## config.mk

```make
export PLATFORM = sky130hd
export DESIGN_NAME = sdp_ram_init
export DESIGN_NICKNAME = d
export VERILOG_FILES = /design/src/rtl/sdp_ram_pkg.sv /design/src/rtl/sdp_ram_rd_pipe.sv /design/src/rtl/sdp_ram_init.sv
export SDC_FILE = /design/constraint.sdc
export NUM_CORES = 2
export LEC_CHECK = 0
export CAP_MARGIN = 20
export CORE_UTILIZATION = 62
export CTS_BUF_LIST = sky130_fd_sc_hd__clkbuf_16
export CTS_CLUSTER_DIAMETER = 150
export CTS_CLUSTER_SIZE = 10
export DETAILED_ROUTE_END_ITERATION = 8
export PLACE_DENSITY = 0.79
export SLEW_MARGIN = 20
export SYNTH_ARGS = -nofsm -noshare
export SYNTH_HDL_FRONTEND = slang
export SYNTH_SLANG_ARGS = --single-unit
```

## constraint.sdc

```tcl
create_clock -name I_Clk -period 3.4 [get_ports I_Clk]
set_input_delay 0.68 -clock I_Clk [delete_from_list [all_inputs] [get_ports I_Clk]]
set_output_delay 0.68 -clock I_Clk [all_outputs]
set_load 0.05 [all_outputs]
```

## src/rtl/sdp_ram_pkg.sv

```systemverilog
// ----------------------------------------------------------------------------
// sdp_ram_pkg
//   Shared types and helpers for the sdp_ram_init storage primitive.
//   - sdp_ram_state_e : INIT while the fill sequencer owns the write port,
//                       READY once user traffic is accepted.
//   - be_merge()      : byte-lane merge of a new word over an old word. The
//                       same merge is used for the array write update and for
//                       the same-address read bypass, so the two paths cannot
//                       disagree on which bytes a partial write touches.
//   The merge operates on a fixed maximum width. Callers zero-extend their
//   operands and truncate the result back to their own DATA_WIDTH.
// ----------------------------------------------------------------------------
package sdp_ram_pkg;

    typedef enum logic {
        INIT  = 1'b0,
        READY = 1'b1
    } sdp_ram_state_e;

    localparam int MAX_DATA_WIDTH = 512;
    localparam int MAX_BE_WIDTH   = MAX_DATA_WIDTH / 8;

    // Bytes whose enable bit is set come from new_word, all others from
    // old_word.
    function automatic logic [MAX_DATA_WIDTH-1:0] be_merge(
        input logic [MAX_DATA_WIDTH-1:0] old_word,
        input logic [MAX_DATA_WIDTH-1:0] new_word,
        input logic [MAX_BE_WIDTH-1:0]   be
    );
        logic [MAX_DATA_WIDTH-1:0] merged;
        merged = old_word;
        for (int i = 0; i < MAX_BE_WIDTH; i++) begin
            if (be[i]) begin
                merged[8*i +: 8] = new_word[8*i +: 8];
            end
        end
        return merged;
    endfunction

endpackage

```

## src/rtl/sdp_ram_rd_pipe.sv

```systemverilog
// ----------------------------------------------------------------------------
// sdp_ram_rd_pipe
//   Read-return pipeline of RD_LATENCY register stages (1 or 2), each holding
//   a valid bit and a data word. A data register only loads when its incoming
//   valid is high, so the final stage keeps presenting the last returned word
//   between reads. Synchronous active-low reset clears valid and data in every
//   stage, which drops any read still in flight.
//
//   Ports
//     clk        in   1           clock, rising edge
//     rst_n      in   1           synchronous active-low reset
//     in_valid   in   1           read accepted this cycle
//     in_data    in   DATA_WIDTH  word looked up for that read
//     out_valid  out  1           read return strobe
//     out_data   out  DATA_WIDTH  read return data, held while out_valid=0
// ----------------------------------------------------------------------------
module sdp_ram_rd_pipe #(
    parameter int DATA_WIDTH = 32,
    parameter int RD_LATENCY = 1
) (
    input  logic                  clk,
    input  logic                  rst_n,
    input  logic                  in_valid,
    input  logic [DATA_WIDTH-1:0] in_data,
    output logic                  out_valid,
    output logic [DATA_WIDTH-1:0] out_data
);

    logic [RD_LATENCY-1:0] stage_valid;
    logic [DATA_WIDTH-1:0] stage_data [RD_LATENCY];

    always_ff @(posedge clk) begin
        if (!rst_n) begin
            stage_valid <= '0;
            for (int i = 0; i < RD_LATENCY; i++) begin
                stage_data[i] <= '0;
            end
        end else begin
            stage_valid[0] <= in_valid;
            if (in_valid) begin
                stage_data[0] <= in_data;
            end
            for (int i = 1; i < RD_LATENCY; i++) begin
                stage_valid[i] <= stage_valid[i-1];
                if (stage_valid[i-1]) begin
                    stage_data[i] <= stage_data[i-1];
                end
            end
        end
    end

    assign out_valid = stage_valid[RD_LATENCY-1];
    assign out_data  = stage_data[RD_LATENCY-1];

endmodule

```

## src/rtl/sdp_ram_init.sv

```systemverilog
// ----------------------------------------------------------------------------
// sdp_ram_init
//   Simple dual-port RAM: one write port with per-byte enables and one read
//   port on a single clock. After reset an init sequencer writes INIT_VALUE
//   to every word, one word per cycle, so users see a known memory image
//   without a software clear. User requests are ignored while it runs.
//
//   Handshake: there is no backpressure. In READY a read is accepted on every
//   cycle I_RdEn is high and returns exactly one O_RdValid pulse RD_LATENCY
//   cycles later; a write is committed at the edge where I_WrEn is high.
//   O_RdData only changes together with O_RdValid (or on reset).
//
//   Ports
//     I_Clk       in   1           clock, rising edge
//     I_Rst_n     in   1           synchronous active-low reset
//     I_WrEn      in   1           write request
//     I_WrAddr    in   ADDR_WIDTH  write address
//     I_WrData    in   DATA_WIDTH  write data
//     I_WrBe      in   BE_WIDTH    byte enables, bit i gates I_WrData[8i+7:8i]
//     I_RdEn      in   1           read request
//     I_RdAddr    in   ADDR_WIDTH  read address
//     O_RdData    out  DATA_WIDTH  read data, qualified by O_RdValid
//     O_RdValid   out  1           one pulse per accepted read
//     O_InitBusy  out  1           high while the init sequencer runs
// ----------------------------------------------------------------------------
module sdp_ram_init
    import sdp_ram_pkg::*;
#(
    parameter int                    DATA_WIDTH = 32,
    parameter int                    RAM_DEPTH  = 64,
    parameter int                    RD_LATENCY = 1,
    parameter int                    BYPASS     = 1,
    parameter logic [DATA_WIDTH-1:0] INIT_VALUE = '0,
    localparam int                   ADDR_WIDTH = $clog2(RAM_DEPTH),
    localparam int                   BE_WIDTH   = DATA_WIDTH / 8
) (
    input  logic                  I_Clk,
    input  logic                  I_Rst_n,
    input  logic                  I_WrEn,
    input  logic [ADDR_WIDTH-1:0] I_WrAddr,
    input  logic [DATA_WIDTH-1:0] I_WrData,
    input  logic [BE_WIDTH-1:0]   I_WrBe,
    input  logic                  I_RdEn,
    input  logic [ADDR_WIDTH-1:0] I_RdAddr,
    output logic [DATA_WIDTH-1:0] O_RdData,
    output logic                  O_RdValid,
    output logic                  O_InitBusy
);

    // ------------------------------------------------------------------
    // Parameter sanity
    // ------------------------------------------------------------------
    if ((DATA_WIDTH % 8) != 0 || DATA_WIDTH > MAX_DATA_WIDTH) begin : g_bad_width
        $error("sdp_ram_init: DATA_WIDTH must be a multiple of 8 and <= %0d", MAX_DATA_WIDTH);
    end
    if (RAM_DEPTH < 2) begin : g_bad_depth
        $error("sdp_ram_init: RAM_DEPTH must be at least 2");
    end
    if (RD_LATENCY != 1 && RD_LATENCY != 2) begin : g_bad_latency
        $error("sdp_ram_init: RD_LATENCY must be 1 or 2");
    end

    // Depth expressed one bit wider than an address so the range compare
    // works for power-of-two depths as well.
    localparam logic [ADDR_WIDTH:0]   DEPTH_LIMIT = (ADDR_WIDTH + 1)'(RAM_DEPTH);
    localparam logic [ADDR_WIDTH-1:0] LAST_ADDR   = ADDR_WIDTH'(RAM_DEPTH - 1);

    // ------------------------------------------------------------------
    // Storage. Not reset: the init sequence overwrites every word.
    // ------------------------------------------------------------------
    logic [DATA_WIDTH-1:0] mem [RAM_DEPTH];

    // ------------------------------------------------------------------
    // Init FSM and fill counter. O_InitBusy is registered alongside the
    // state so it drops on the first READY cycle.
    // ------------------------------------------------------------------
    sdp_ram_state_e        state;
    logic [ADDR_WIDTH-1:0] init_cnt;
    logic                  init_busy;

    always_ff @(posedge I_Clk) begin
        if (!I_Rst_n) begin
            state     <= INIT;
            init_cnt  <= '0;
            init_busy <= 1'b1;
        end else if (state == INIT) begin
            if (init_cnt == LAST_ADDR) begin
                state     <= READY;
                init_cnt  <= '0;
                init_busy <= 1'b0;
            end else begin
                init_cnt  <= init_cnt + ADDR_WIDTH'(1);
            end
        end
    end

    assign O_InitBusy = init_busy;

    // ------------------------------------------------------------------
    // Request qualification
    // ------------------------------------------------------------------
    logic is_ready;
    logic wr_in_range;
    logic rd_in_range;
    logic user_wr;
    logic user_rd;
    logic collision;

    assign is_ready    = (state == READY);
    assign wr_in_range = ({1'b0, I_WrAddr} < DEPTH_LIMIT);
    assign rd_in_range = ({1'b0, I_RdAddr} < DEPTH_LIMIT);

    // Out-of-range writes are silently dropped; out-of-range reads still
    // return a valid strobe, with zero data.
    assign user_wr   = is_ready && I_WrEn && wr_in_range;
    assign user_rd   = is_ready && I_RdEn;
    assign collision = I_WrEn && (I_WrAddr == I_RdAddr);

    // ------------------------------------------------------------------
    // Write port mux: the sequencer owns the port during INIT, the user
    // port afterwards. Nothing is written on a reset edge.
    // ------------------------------------------------------------------
    logic                  mem_we;
    logic [ADDR_WIDTH-1:0] mem_waddr;
    logic [DATA_WIDTH-1:0] mem_wdata;
    logic [BE_WIDTH-1:0]   mem_wbe;
    logic [DATA_WIDTH-1:0] mem_wword;

    always_comb begin
        mem_we    = 1'b0;
        mem_waddr = init_cnt;
        mem_wdata = INIT_VALUE;
        mem_wbe   = '1;
        if (I_Rst_n) begin
            if (!is_ready) begin
                mem_we = 1'b1;
            end else begin
                mem_we    = user_wr;
                mem_waddr = I_WrAddr;
                mem_wdata = I_WrData;
                mem_wbe   = I_WrBe;
            end
        end
    end

    assign mem_wword = DATA_WIDTH'(be_merge(MAX_DATA_WIDTH'(mem[mem_waddr]),
                                            MAX_DATA_WIDTH'(mem_wdata),
                                            MAX_BE_WIDTH'(mem_wbe)));

    always_ff @(posedge I_Clk) begin
        if (mem_we) begin
            mem[mem_waddr] <= mem_wword;
        end
    end

    // ------------------------------------------------------------------
    // Read lookup. The array is read before this edge's write lands, so
    // without bypass a same-address read sees the old word. With bypass the
    // pending write is merged over the old word so the read sees the bytes
    // that are about to be stored.
    // ------------------------------------------------------------------
    logic [DATA_WIDTH-1:0] rd_word;

    always_comb begin
        rd_word = '0;
        if (rd_in_range) begin
            if (BYPASS != 0 && collision) begin
                rd_word = DATA_WIDTH'(be_merge(MAX_DATA_WIDTH'(mem[I_RdAddr]),
                                               MAX_DATA_WIDTH'(I_WrData),
                                               MAX_BE_WIDTH'(I_WrBe)));
            end else begin
                rd_word = mem[I_RdAddr];
            end
        end
    end

    // ------------------------------------------------------------------
    // Read return pipeline
    // ------------------------------------------------------------------
    sdp_ram_rd_pipe #(
        .DATA_WIDTH (DATA_WIDTH),
        .RD_LATENCY (RD_LATENCY)
    ) u_rd_pipe (
        .clk       (I_Clk),
        .rst_n     (I_Rst_n),
        .in_valid  (user_rd),
        .in_data   (rd_word),
        .out_valid (O_RdValid),
        .out_data  (O_RdData)
    );

endmodule

```

# Word-level counts from Yosys, hierarchy flattened
# Memories as Yosys holds them, arrays and structs flattened.
# Cells that the tools add are included.
totals:
  out_inout_bits: 34
  mem_bits_rw: 2080
  inputBits: 52
  n_memories: 2
  reg_bits: 9
  wordCells: 51
mem_list:
  columns: ["name", "depth", "word_bits", "rd", "rd_ports_with_merged_regs", "wr", "line_no", "rtl"]
  rows:
  - ["mem", 64, 32, 1, 0, 1, "sdp_ram_init.sv:71", "logic [DATA_WIDTH-1:0] mem [RAM_DEPTH];"]
  - ["u_rd_pipe.stage_data", 1, 32, 1, 0, 1, "sdp_ram_rd_pipe.sv:30", "logic [DATA_WIDTH-1:0] stage_data [RD_LATENCY];"]
op_classes:
  muxes: 28
  n_addsub: 1
  reduce_logical: 9
  eq_ne: 6
  bitwise: 1
ops:
  columns: ["cell", "count"]
  rows:
  - ["$mux 32", 4]
  - ["$mux 8", 8]
  - ["$reduce_or 32->1", 1]
  - ["$mux 6", 3]
  - ["$mux 1", 11]
  - ["$reduce_and 2->1", 5]
  - ["$mux 4", 2]
  - ["$add 6x1->6 const B", 1]
  - ["$eq 6x6->1", 1]
  - ["$eq 6x6->1 const B", 1]
  - ["$ne 1x1->1 const B", 4]
  - ["$logic_and 1x1->1", 3]
  - ["$not 1->1", 1]

# Depth between registers and ports, before layout
logic_depth:
  depth_word: 6
  depth_mapped: 12
  mapped_depth_nobuf: 6

# Modules after synthesis
# From an unflattened synthesis, not the netlist that was laid out.
hier_totals:
  hier_cells: 4142
  area_unflattened_um2: 81826.0
modules_own_cells:
  columns: ["mod", "cells_per_inst", "seq_area_each_um2", "instances", "area_each_um2"]
  rows:
  - ["sdp_ram_init", 4069, 61659.1, 1, 80572.3]
  - ["sdp_ram_rd_pipe", 73, 980.9, 1, 1253.7]

# Worst setup path after synthesis
# OpenSTA, ideal clock, no wires.
synth_path:
  path_kind: "input -> register"
  from: "in I_RdAddr[0]"
  to: "mem u_rd_pipe.stage_data[0][22], data pin"
  path_buffers: 3
  stages: 6
  required_time_ps: 3139
  setup_ps: 261
  t_arrival_ps: 2523
  path_slack_ps: 616
  cell_sequence: "buf_6 -> buf_6 -> buf_2 -> mux4_2 -> mux4_2 -> a221o_1"
synth_via:
  elab_chain_len: 4
  elab_cells_between_ends: 6
  cone_classes: "eq/ne: 1; mux: 3; reduce/logical: 1; memory: 1"
synth_lines:
  columns: ["item", "line_no", "rtl"]
  rows:
  - ["from (decl)", "sdp_ram_init.sv:44", "input logic [ADDR_WIDTH-1:0] I_RdAddr,"]
  - ["$mem_v2 64x32 or $eq 6x6->1 (tied branches)", null, null]
  - ["$mux 8 or $logic_and 1x1->1 (tied branches)", "sdp_ram_pkg.sv:33, sdp_ram_init.sv:117", null]
  - ["$mux 32 *", "sdp_ram_init.sv:167", "if (BYPASS != 0 && collision) begin"]
  - ["$mux 32 (no line) *", null, null]
  - ["to (decl)", "sdp_ram_rd_pipe.sv:30", null]
# Mark *: on every way between the ends. The rest lies on a longest branch, timed or not.

# Worst setup path after layout
layout_path:
  from: "reg state (netlist: is_ready)"
  to: "mem mem[58][14], enable pin"
layout_via:
  elab_chain_len: 6
  elab_cells_between_ends: 11
  cone_classes: "eq/ne: 1; mux: 8; reduce/logical: 2"
layout_lines:
  columns: ["item", "line_no", "rtl"]
  rows:
  - ["from (decl)", "sdp_ram_init.sv:77", "sdp_ram_state_e state;"]
  - ["from (signal assigned)", "sdp_ram_init.sv:83", "state <= INIT;"]
  - ["from (signal assigned)", "sdp_ram_init.sv:88", "state <= READY;"]
  - ["$logic_and 1x1->1", "sdp_ram_init.sv:115", "assign user_wr = is_ready && I_WrEn && wr_in_range;"]
  - ["$mux 1", "sdp_ram_init.sv:135", "if (!is_ready) begin"]
  - ["$mux 1", "sdp_ram_init.sv:134", "if (I_Rst_n) begin"]
  - ["$mux 1", "sdp_ram_init.sv:151", "if (mem_we) begin"]
  - ["$mux 1 (implied by the code)", "sdp_ram_init.sv:152", "mem[mem_waddr] <= mem_wword;"]
  - ["$reduce_and 2->1 (no line)", null, null]
  - ["to (decl)", "sdp_ram_init.sv:71", null]
# Parallel ways exist; a longest one is shown, timed or not.

==> flow_metrics.env <==
export IMPL_crit_type="flip-flop to flip-flop"
export IMPL_cts_root_buf="clkbuf_16"
export IMPL_num_vias=44600
export IMPL_cts_clk_slew_worst_paths_ps=60
export IMPL_area_growth_syn_to_layout_pct=15.4
export IMPL_hpwl_um=137000
export IMPL_arrival_ps=3800
export IMPL_irDropWorstVdd_v=0.000668
export IMPL_fin_crit_sh_pct=95.8
export IMPL_core_sq_um=130000
export IMPL_placed_cells=6084
export IMPL_place_area_sq_um=88200
export IMPL_yosys_area_share_simple_pct=3.16
export IMPL_ys_warnings_count=0
export IMPL_synthArstFlopShare_pct=0
export IMPL_skew_ps=48.8
export IMPL_min_path_cells=3
export IMPL_final_max_slew_viol_count=0
export IMPL_die_x_um=365
export IMPL_worstSkewPairLatency_ps=860
export IMPL_grt_usage_pct=33.2
export IMPL_synth_mux_area_share_pct=15.5
export IMPL_ys_flop_type="edfxtp_1"
export IMPL_drtIter0Drc=6651
export IMPL_slew_headroom_pct=24.4
export IMPL_synthAdderAreaFrac_pct=0.0153
export IMPL_gp_congestion=0.946
export IMPL_rrSetupSlack_ps=140
export IMPL_syn_area_sq_um=81700
export IMPL_tightestPinTransition_ps=1130
export IMPL_layout_common_cells="edfxtp_1, buf_4, mux4_2"
export IMPL_startpoint_type="flip-flop"
export IMPL_r2r_start="is_ready"
export IMPL_grt_max_degree=82
export IMPL_routed_wl_um=216000
export IMPL_io_buffers=85
export IMPL_synth_area_leaders="edfxtp_1, mux4_2, mux2i_1"
export IMPL_final_cell_area_sq_um=94300
export IMPL_antenna_found_initial=11
export IMPL_ctsResizeCount=0
export IMPL_run_status="complete, no violations"
export IMPL_final_setup_worst_slack_ps=142
export IMPL_wire_per_inst_um=34.0
export IMPL_finalHoldViolations=0
export IMPL_initial_utilization_pct=62.8
export IMPL_grt_pass1_vias=44700
export IMPL_stdcell_count=6365
export IMPL_synth_edf_count=2080
export IMPL_num_rows=132
export IMPL_final_nets=4623
export IMPL_synth_compound_area_share_pct=2.84
export IMPL_clockBufferDepth=3
export IMPL_grt_overflow_total=0
export IMPL_cts_hold_buf=0
export IMPL_synth_top_family_by_area="multiplexers"
export IMPL_setup_violations=0
export IMPL_cp_max_fo=12
export IMPL_syn_instance_count=3960
export IMPL_maxCapViolCount=0
export IMPL_vias_per_cell=7.01
export IMPL_synth_cell_types=62
export IMPL_dp_slack_ps=-232
export IMPL_ant_nets=0
export IMPL_drt_pass1_iterations=6
export IMPL_ys_ff_latch=2089
export IMPL_cts_num_sinks=2089
export IMPL_num_io_pins=86
export IMPL_synth_yosys_seq_area_share_pct=76.6
export IMPL_cts_buffers_inserted=226
export IMPL_fillers=7116
export IMPL_synth_top_cell_by_area="edfxtp_1"
export IMPL_min_path_type="input port to flip-flop"
export IMPL_cts_tree="built"
export IMPL_worst_r2r_path_depth=8
export IMPL_hold_end="init_cnt[4]"
export IMPL_cp_end_kind="flip-flop"
export IMPL_layout_commonest_cell="edfxtp_1"
export IMPL_dieArea_sq_um=133000
export IMPL_worstPathRequired_ps=3940
export IMPL_worstHoldStart="I_Rst_n"
export IMPL_grt_setup_unrepaired="false"
export IMPL_cts_max_level=4
export IMPL_post_cts_buffers=0
export IMPL_syn_area_per_cell_sq_um=20.6
export IMPL_r2r_end="mem[58][14]"
export IMPL_fmax_mhz=307
export IMPL_whs_ps=347
export IMPL_drive_gt1_share_pct=27.3
export IMPL_drc=0
export IMPL_die_h_um=365
export IMPL_p_leak_nw=34.3
export IMPL_synth_xor_area_share_pct=0.0965
export IMPL_final_min_clock_period_ps=3260
export IMPL_synth_nets=4013
export IMPL_p_per_area_nw_per_um2=546
export IMPL_synth_top_area_share_pct=76.4
export IMPL_grt_pass1_wl_um=311000
==> routing by layer <==
layer  GRT usage [%]  share of wire, %  vias to the layer above
met5           0.763              0.10                        -
met4            14.2               5.0                       18
met3            10.0                14                      698
met2            51.8                47                     3627
met1            43.9                34                    22800
li1                -                 -                    17500
==> cell families after synthesis <==
| group | after synthesis |
|---|---|
| buffers and inverters | 239 |
| AO/OA/AOI/OAI | 315 |
| AND/OR/NAND/NOR | 589 |
| multiplexers | 718 |
| XOR/XNOR | 9 |
| flip-flops | 2089 |
| adder cells (fa/ha/maj) | 1 |
==> cell usage after synthesis (all sizes together), types with 12 or more instances <==
cell    instances
nand3          71
buf           159
inv            13
a22o           15
a31oi          12
nand4          17
a21oi          25
o21ai          21
a221oi         12
and3           36
a22oi         157
nor2          280
mux4          434
nor3           15
o22ai          16
nand2         120
edfxtp       2080
mux2i         268
mux2           16
clkbuf         66
==> sequential cells by signal (all words and copies together), names as in the netlist <==
| signal | cells |
|---|---|
| u_rd_pipe.stage_data | 32 |
| is_ready | 1 |
| u_rd_pipe.out_valid | 1 |
| init_cnt | 6 |
| O_InitBusy | 1 |
| mem | 2048 |
==> cell type report <==
class                      instances  area, sq um  area share (%)
multi-input combinational       1632        17800            18.9
timing repair buffer             607         5510            5.85
sequential                      2089        62600            66.4
clock buffer                     228         5710            6.05
inverter                          14         53.8          0.0571
antenna                            4         10.0          0.0106
clock inverter                    49          370           0.393
tap                             1742         2180            2.31
==> power by group <==
group	internal, mW	switching (mW)	total, mW
Combinational	0.924	1.38	2.30
Sequential	28.0	0.0397	28.0
Clock	11.8	9.32	21.1
Total	40.7	10.7	51.5
==> worst max-delay path: stages (launching register included) <==
cell     delay [ps]
dfxtp_2         530
and2_1          380
buf_4           210
nand2_1          50
nand2_1         140
and2_1          680
nand2_1         430
nor2_1          260
buf_4           240
==> through the flow <==
step	total power, mW	util, %	setup TNS [ps]
floorplan	29.9	-	0
global placement	30.8	67.8	-39020
detailed placement	30.8	67.8	-36930
CTS	51.5	72.4	0
global route	52.6	72.4	0
finish	51.5	72.4	0
==> worst max-delay path by stage <==
stage	to	slack, ps	start
global route	mem[58][14]	100	is_ready
CTS	mem[36][14]	310	is_ready
detailed placement	mem[36][14]	-230	I_WrAddr[1]
global placement	u_rd_pipe.stage_data[0][27]	-210	I_WrAddr[3]
floorplan	u_rd_pipe.stage_data[0][22]	620	I_RdAddr[0]
finish	mem[58][14]	140	is_ready
Note: power is estimated with default switching activity, not from simulation.
